File: config.mk
export PLATFORM = sky130hd
export DESIGN_NAME = pipeline_run_ctrl
export DESIGN_NICKNAME = d
export VERILOG_FILES = /design/src/rtl/pipeline_run_ctrl.sv
export SDC_FILE = /design/constraint.sdc
export NUM_CORES = 1
export LEC_CHECK = 0
export CAP_MARGIN = 10
export CORE_ASPECT_RATIO = 1.4
export CORE_UTILIZATION = 50
export CTS_BUF_LIST = sky130_fd_sc_hd__clkbuf_4 sky130_fd_sc_hd__clkbuf_8
export DETAILED_ROUTE_END_ITERATION = 7
export PLACE_DENSITY = 0.86
export SLEW_MARGIN = 0
export SYNTH_ARGS = -nofsm -noshare
export SYNTH_HDL_FRONTEND = slang
export SYNTH_SLANG_ARGS = --single-unit
File: constraint.sdc
create_clock -name clk -period 6.8 [get_ports clk]
set_input_delay 1.02 -clock clk [delete_from_list [all_inputs] [get_ports clk]]
set_output_delay 1.02 -clock clk [all_outputs]
set_load 0.03 [all_outputs]
File: src/rtl/pipeline_run_ctrl.sv
// Run controller for the pipeline enable: executes host STEP / RUN_N / RUN_FREE / HALT
// commands, stops on a PC breakpoint and counts the enabled cycles of the current run.
module pipeline_run_ctrl #(
    parameter int CNT_W = 16,
    parameter int PC_W  = 32
) (
    input  logic             clk,
    input  logic             rst,
    input  logic             cmd_valid,
    output logic             cmd_ready,
    input  logic [1:0]       cmd_op,
    input  logic [CNT_W-1:0] cmd_count,
    input  logic [PC_W-1:0]  pc,
    input  logic             brk_en,
    input  logic [PC_W-1:0]  brk_addr,
    output logic             enable,
    output logic             busy,
    output logic             done,
    output logic [1:0]       halt_reason,
    output logic [CNT_W-1:0] cycles_run
);

    localparam logic [1:0] OP_HALT     = 2'b00;
    localparam logic [1:0] OP_STEP     = 2'b01;
    localparam logic [1:0] OP_RUN_N    = 2'b10;
    localparam logic [1:0] OP_RUN_FREE = 2'b11;

    localparam logic [1:0] RSN_NONE  = 2'b00;
    localparam logic [1:0] RSN_COUNT = 2'b01;
    localparam logic [1:0] RSN_BRK   = 2'b10;
    localparam logic [1:0] RSN_HOST  = 2'b11;

    localparam logic [CNT_W-1:0] CNT_ZERO = {CNT_W{1'b0}};
    localparam logic [CNT_W-1:0] CNT_ONE  = {{(CNT_W-1){1'b0}}, 1'b1};

    typedef enum logic [2:0] {
        ST_IDLE     = 3'd0,
        ST_STEP     = 3'd1,
        ST_RUN_N    = 3'd2,
        ST_RUN_FREE = 3'd3,
        ST_DONE     = 3'd4
    } state_t;

    state_t           state_r;
    logic [CNT_W-1:0] remaining_r;
    logic [CNT_W-1:0] cycles_r;
    logic [1:0]       reason_r;
    logic             first_r;

    logic running_s;
    logic brk_hit_s;
    logic halt_acc_s;

    function automatic logic [CNT_W-1:0] sat_inc(input logic [CNT_W-1:0] v);
        logic [CNT_W-1:0] r;
        if (&v) begin
            r = v;
        end else begin
            r = v + CNT_ONE;
        end
        return r;
    endfunction

    // State decode for the handshake and status outputs
    always_comb begin
        running_s = 1'b0;
        cmd_ready = 1'b0;
        busy      = 1'b0;
        done      = 1'b0;
        case (state_r)
            ST_IDLE: begin
                cmd_ready = 1'b1;
            end
            ST_STEP, ST_RUN_N, ST_RUN_FREE: begin
                running_s = 1'b1;
                busy      = 1'b1;
                cmd_ready = (cmd_op == OP_HALT);
            end
            ST_DONE: begin
                done = 1'b1;
            end
            default: begin
                cmd_ready = 1'b0;
            end
        endcase
    end

    // first_r masks the compare so a run started on the breakpoint PC moves past it
    assign brk_hit_s  = brk_en & (pc == brk_addr) & ~first_r;
    assign enable     = running_s & ~brk_hit_s;
    assign halt_acc_s = running_s & cmd_valid & cmd_ready;

    assign halt_reason = reason_r;
    assign cycles_run  = cycles_r;

    // Run sequencing, counters and stop reason
    always_ff @(posedge clk or negedge rst) begin
        if (!rst) begin
            state_r     <= ST_IDLE;
            remaining_r <= CNT_ZERO;
            cycles_r    <= CNT_ZERO;
            reason_r    <= RSN_NONE;
            first_r     <= 1'b0;
        end else begin
            case (state_r)
                ST_IDLE: begin
                    if (cmd_valid) begin
                        case (cmd_op)
                            OP_STEP: begin
                                state_r  <= ST_STEP;
                                first_r  <= 1'b1;
                                cycles_r <= CNT_ZERO;
                                reason_r <= RSN_NONE;
                            end
                            OP_RUN_N: begin
                                cycles_r <= CNT_ZERO;
                                if (cmd_count != CNT_ZERO) begin
                                    state_r     <= ST_RUN_N;
                                    remaining_r <= cmd_count;
                                    first_r     <= 1'b1;
                                    reason_r    <= RSN_NONE;
                                end else begin
                                    state_r  <= ST_DONE;
                                    reason_r <= RSN_COUNT;
                                end
                            end
                            OP_RUN_FREE: begin
                                state_r  <= ST_RUN_FREE;
                                first_r  <= 1'b1;
                                cycles_r <= CNT_ZERO;
                                reason_r <= RSN_NONE;
                            end
                            default: begin
                                state_r <= ST_IDLE;
                            end
                        endcase
                    end
                end
                ST_STEP, ST_RUN_N, ST_RUN_FREE: begin
                    first_r <= 1'b0;
                    if (brk_hit_s) begin
                        state_r  <= ST_DONE;
                        reason_r <= RSN_BRK;
                    end else begin
                        cycles_r <= sat_inc(cycles_r);
                        if (state_r == ST_RUN_N) begin
                            remaining_r <= remaining_r - CNT_ONE;
                        end
                        if (halt_acc_s) begin
                            state_r  <= ST_DONE;
                            reason_r <= RSN_HOST;
                        end else if ((state_r == ST_STEP) ||
                                     ((state_r == ST_RUN_N) && (remaining_r == CNT_ONE))) begin
                            state_r  <= ST_DONE;
                            reason_r <= RSN_COUNT;
                        end
                    end
                end
                ST_DONE: begin
                    state_r <= ST_IDLE;
                end
                default: begin
                    state_r <= ST_IDLE;
                end
            endcase
        end
    end

endmodule

==> run_results.csv, run 1 <==
group,metric,value,unit
worst_setup_path,end_kind,"primary output",
timing,tightest_slew,862,ps
placement,place_area,4090,µm²
timing,hold_slack,514,ps
layout,n_antenna_cell,0,
layout,mostFrequentLayoutCells,"clkdlybuf4s50_1, dfrtp_1, nor2_1, nand2_1, xor2_1",
worst_setup_path,startpoint,"pc[0]",
timing,slew_headroom,42.4,%
timing,slew_violations,0,
worst_setup_path,reg2reg_depth,5,
floorplan,dieHeight,93.0,µm
global_route,grt_pass1_vias,3277,
timing,finalWorstSetupSlack,2460,ps
logic_synthesis,syn_inst,354,
worst_setup_path,timing.rr.start,"state_r[1]",
clock_network,clockRootBuffer,"clkbuf_8",
floorplan,dieWidth,67.0,µm
global_route,overflow,0,
logic_synthesis,synth_edf_count,0,
clock_network,cts_sinks,38,
route,drt_pass1_iterations,5,
clock_network,numCtsBuffers,5,
layout,post-route-util,74.9,%
logic_synthesis,syn_area,2960,µm²
logic_synthesis,syn_nets,443,
route,vias_per_cell,6.20,
global_route,grtUsageTotal,30.7,%
logic_synthesis,synth.distinct_cells,62,
flow_run,drv_cap,0,
route,route.detailed.drc,0,
timing,fmax,231,MHz
logic_synthesis,syn_avg_cell_area,8.35,µm²
power_and_ir_drop,ir_drop,0.314,mV
layout,fin_cells,525,
worst_setup_path,setup.worst_path.class,"input pin to primary output",
clock_network,postCtsSetupRepairBufs,0,
timing,fin_setup_tns,0,ps
clock_network,cts_buffer_depth,2,
route,via_count,3255,
route,finalWirelength,8940,µm
layout,syn2layout_area_growth,42.1,%
worst_setup_path,arrival,3320,ps
logic_synthesis,ys_seq_elements,38,
clock_network,cts_hold_buf,0,
worst_setup_path,cp_data_required_time,5780,ps
worst_setup_path,max_stage_delay,600,ps
power_and_ir_drop,leakage,1.63,nW
floorplan,die_area,6230,µm²
timing,hold_violations,0,
global_route,grt_max_degree,39,
logic_synthesis,yosys-top-cells-area,"dfrtp_1, xor2_1, mux2i_1",
route,drt-initial-drc-count,280,
placement,dp_hpwl,6830,µm
worst_setup_path,cp_common_cell,"clkdlybuf4s50_1",
timing,rsz0062_at_grt,"no",
worst_setup_path,crit_path_max_fanout,26,
min_path,min_from,"first_r",
placement,gp_congestion,0.949,
clock_network,h-tree-depth,2,
layout,nets,546,
layout,final_common_cell,"clkdlybuf4s50_1",
logic_synthesis,async_reset_ff_share,100,%
logic_synthesis,ys.flop_type,"dfrtp_1",
placement,place_ws,2480,ps
floorplan,io_pins,108,
outcome,outcome,"completed",
global_route,antenna_found_initial,0,
power_and_ir_drop,power,1.25,mW
floorplan,rows,32,
layout,layout-drive-gt1-share,5.03,%
route,avgRoutedWirePerCell,17.0,µm
placement,place_inst,518,
min_path,worst_hold_path.num_cells,2,
worst_setup_path,timing.critical_path.cells,"clkdlybuf4s50_1, inv_1, a222oi_1, nand4_1, nor3_2, buf_4, nor2_1, clkdlybuf4s50_1",
logic_synthesis,yosysTopAreaCellShare,32.2,%
worst_setup_path,critPathSlowestCell,"clkdlybuf4s50_1",
logic_synthesis,yosysTopAreaCell,"dfrtp_1",
logic_synthesis,yosysSeqAreaShare,32.2,%
timing,fin_crit,4340,ps
floorplan,core-area,5610,µm²
placement,numPortBuffers,107,
timing,setup_viol,0,
global_route,grt_first_pass_wirelength,14800,µm
clock_network,cts_tree,"done",
clock_network,cts_resized,0,
layout,final_cell_area,4200,µm²
logic_synthesis,yosys_warnings,0,
floorplan,initial_utilization,52.7,%
worst_setup_path,crit_path_start_kind,"input pin",
power_and_ir_drop,powerDensity,297,nW/µm²
timing,timing.final.crit_share,63.8,%
route,postRouteAntennaNets,0,
clock_network,path_clk_slew,80,ps
timing,fin_skew,14.2,ps
min_path,worst_hold_path_type,"flip-flop to flip-flop",
clock_network,clock_latency,300,ps
state kept, by name, summed over array words and instances, names as in the netlist:
register / flops
remaining_r: 16
cycles_run: 16
first_r: 1
halt_reason: 2
state_r: 3
cell usage after synthesis (2+ instances only):
library cell,count
nand3_1,16
and3_1,2
a22o_1,2
or3_1,7
clkbuf_1,10
mux2i_1,13
a21oi_1,6
nor4_1,16
dfrtp_1,38
a211o_1,8
ha_1,3
and4_1,3
a2111oi_0,2
nor2_1,33
o22ai_1,5
nor2b_1,5
nand2_1,33
buf_2,5
nor4b_1,2
a22oi_1,9
o2bb2ai_1,3
nor3_1,7
o21ai_1,3
xnor2_1,2
or4_1,2
or2_1,2
a32o_1,5
nor3_2,2
nand2b_1,15
and2_1,3
o21ai_0,11
nand4_1,8
xor2_1,27
inv_1,10
a211oi_1,7
buf_1,2
a21o_1,2
path summary, 6_finish.rpt:
path,slack (ps),end
worst min register to register,510,first_r
worst min-delay path,510,first_r
worst max-delay path,2460,enable
min in group asynchronous,1150,cycles_run[12]
max in group asynchronous,5300,remaining_r[14]
worst max register to register,4200,cycles_run[10]
cell type report:
| type | count | area [µm²] |
|---|---|---|
| Multi-Input combinational cell | 288 | 1890 |
| Fill cell | 413 | 1410 |
| Timing Repair Buffer | 113 | 1120 |
| Sequential cell | 38 | 951 |
| Tap cell | 68 | 85.1 |
| Clock buffer | 6 | 82.6 |
| Inverter | 11 | 41.3 |
| Clock inverter | 1 | 30.0 |
per-layer routing:
| metal | up-vias | track usage, % | part of all wire, % |
|---|---|---|---|
| met1 | 1543 | 35.6 | 37 |
| met5 | - | 0 | 0 |
| met2 | 165 | 54.6 | 53 |
| li1 | 1524 | - | - |
| met4 | 0 | 12.2 | 3.0 |
| met3 | 23 | 5.12 | 6.8 |
where the power goes:
part	total (mW)	internal [mW]	switching, mW
Sequential	0.395	0.298	0.0970
Combinational	0.651	0.277	0.374
Clock	0.202	0.118	0.0849
Total	1.25	0.692	0.556
worst max-delay path: cells and delay by family:
family / cells / cell delay, ps
AND/OR/NAND/NOR: 3 / 520
AO/OA/AOI/OAI: 1 / 340
buffers and inverters: 4 / 1420
logic make-up after synthesis:
logic type | synth area share [%]
mux | 4.40
xor+xnor | 8.59
buf+inv | 3.77
flops | 32.2
compound gates | 19.6
simple gates | 30.2
fa+ha+maj | 1.27
(Power assumes the default switching activity.)
==> run 2, diff against run 1 <==
- CORE_UTILIZATION: 50 -> 47
- PLACE_DENSITY: 0.86 -> 0.82
- clock period: 6.8 -> 4.1 ns (I/O delays scaled with it)
==> run_results.csv, run 2 (synthesis gave the netlist of run 1 again) <==
group,metric,value,unit
worst_setup_path,end_kind,"primary output",
timing,tightest_slew,818,ps
global_route,overflow,0,
global_route,grt_pass1_vias,3187,
min_path,worst_hold_path.num_cells,1,
floorplan,dieHeight,95.8,µm
worst_setup_path,crit_path_max_fanout,2,
timing,finalWorstSetupSlack,744,ps
route,via_count,3211,
layout,mostFrequentLayoutCells,"clkdlybuf4s50_1, dfrtp_1, nor2_1, nand2_1, xor2_1",
layout,post-route-util,70.4,%
timing,fmax,298,MHz
floorplan,dieWidth,69.0,µm
route,avgRoutedWirePerCell,17.2,µm
global_route,grt_max_degree,40,
timing,rsz0062_at_grt,"no",
clock_network,clock_latency,300,ps
clock_network,path_clk_slew,70,ps
power_and_ir_drop,leakage,1.62,nW
timing,setup_viol,0,
worst_setup_path,crit_path_start_kind,"input pin",
clock_network,numCtsBuffers,5,
route,vias_per_cell,6.08,
placement,place_ws,759,ps
global_route,grt_first_pass_wirelength,15200,µm
floorplan,rows,33,
route,postRouteAntennaNets,0,
layout,nets,546,
layout,final_common_cell,"clkdlybuf4s50_1",
min_path,worst_hold_path_type,"flip-flop to flip-flop",
timing,fin_skew,11.2,ps
clock_network,cts_resized,0,
outcome,outcome,"completed",
layout,layout-drive-gt1-share,5.24,%
min_path,min_to,"halt_reason[1]",
layout,n_antenna_cell,0,
global_route,grtUsageTotal,28.6,%
timing,slew_violations,0,
global_route,met2_usage,53.6,%
global_route,grt_use_met1,32.3,%
clock_network,cts_buffer_depth,2,
timing,fin_crit,3360,ps
placement,numPortBuffers,107,
global_route,antenna_found_initial,0,
timing,timing.final.crit_share,81.9,%
flow_run,drv_cap,0,
floorplan,initial_utilization,49.7,%
power_and_ir_drop,ir_drop,0.497,mV
worst_setup_path,arrival,2740,ps
route,finalWirelength,9060,µm
clock_network,cts_hold_buf,0,
clock_network,cts_tree,"done",
worst_setup_path,reg2reg_depth,5,
clock_network,postCtsSetupRepairBufs,0,
worst_setup_path,cp_data_required_time,3480,ps
min_path,min_from,"halt_reason[1]",
floorplan,die_area,6620,µm²
worst_setup_path,timing.rr.start,"state_r[1]",
layout,syn2layout_area_growth,41.6,%
route,drt-initial-drc-count,214,
global_route,top_usage_layer,"met2",
floorplan,core-area,5950,µm²
clock_network,clockRootBuffer,"clkbuf_8",
timing,slew_headroom,45.2,%
timing,hold_violations,0,
worst_setup_path,r2r_slack,1430,ps
floorplan,io_pins,108,
worst_setup_path,setup.worst_path.class,"input pin to primary output",
route,route.detailed.drc,0,
global_route,met3_usage,4.19,%
placement,dp_hpwl,6990,µm
power_and_ir_drop,power,2.01,mW
timing,fin_setup_tns,0,ps
placement,gp_congestion,0.854,
clock_network,cts_sinks,38,
clock_network,h-tree-depth,2,
power_and_ir_drop,powerDensity,481,nW/µm²
worst_setup_path,r2r_end,"cycles_run[10]",
route,drt_pass1_iterations,5,
-- run 2: worst max-delay path by stage --
stage / from / to / cells past startpoint
6_report: pc[0] / enable / 7
4_1_cts: pc[0] / enable / 7
3_5_place_dp: pc[0] / enable / 7
2_1_floorplan: pc[0] / enable / 6
3_3_place_gp: pc[0] / enable / 7
5_1_grt: pc[0] / enable / 7
-- run 2: critical path, cell delays in order --
cell	delay, ps
clkdlybuf4s50_1	490
inv_1	50
a222oi_1	390
nand4_1	210
nor3_2	260
nor2_1	90
clkdlybuf4s50_1	640
-- run 2: area by class of cell --
| type | instances | area (µm²) |
|---|---|---|
| flip-flops and latches | 38 | 951 |
| repair buffers | 113 | 1120 |
| multi-input cells | 288 | 1890 |
| inverters | 11 | 41.3 |
| fillers | 490 | 1760 |
| well taps | 70 | 87.6 |
| clock inverters | 2 | 12.5 |
| clock buffers | 6 | 82.6 |
-- run 2: power breakdown --
| group | leakage [nW] | internal [mW] | switching, mW |
|---|---|---|---|
| sequential | 0.481 | 0.494 | 0.164 |
| clock | 0.0472 | 0.135 | 0.144 |
| combinational | 1.09 | 0.459 | 0.619 |
| total | 1.62 | 1.09 | 0.927 |
-- run 2: through the flow --
stage | hold WS [ps] | cell area, µm² | cells
2_1_floorplan | 319 | 2960 | 354
3_3_place_gp | 472 | 4090 | 520
3_5_place_dp | 481 | 4090 | 520
4_1_cts | 502 | 4190 | 528
5_1_grt | 538 | 4190 | 528
6_report | 500 | 4190 | 528
-- run 2: metal layers --
metal | vias up | wire length (µm) | part of all wire [%]
li1 | 1524 | - | -
met1 | 1527 | 3560 | 39
met2 | 141 | 4820 | 53
met3 | 19 | 450 | 5.0
met4 | 0 | 229 | 2.5
met5 | - | 0 | 0
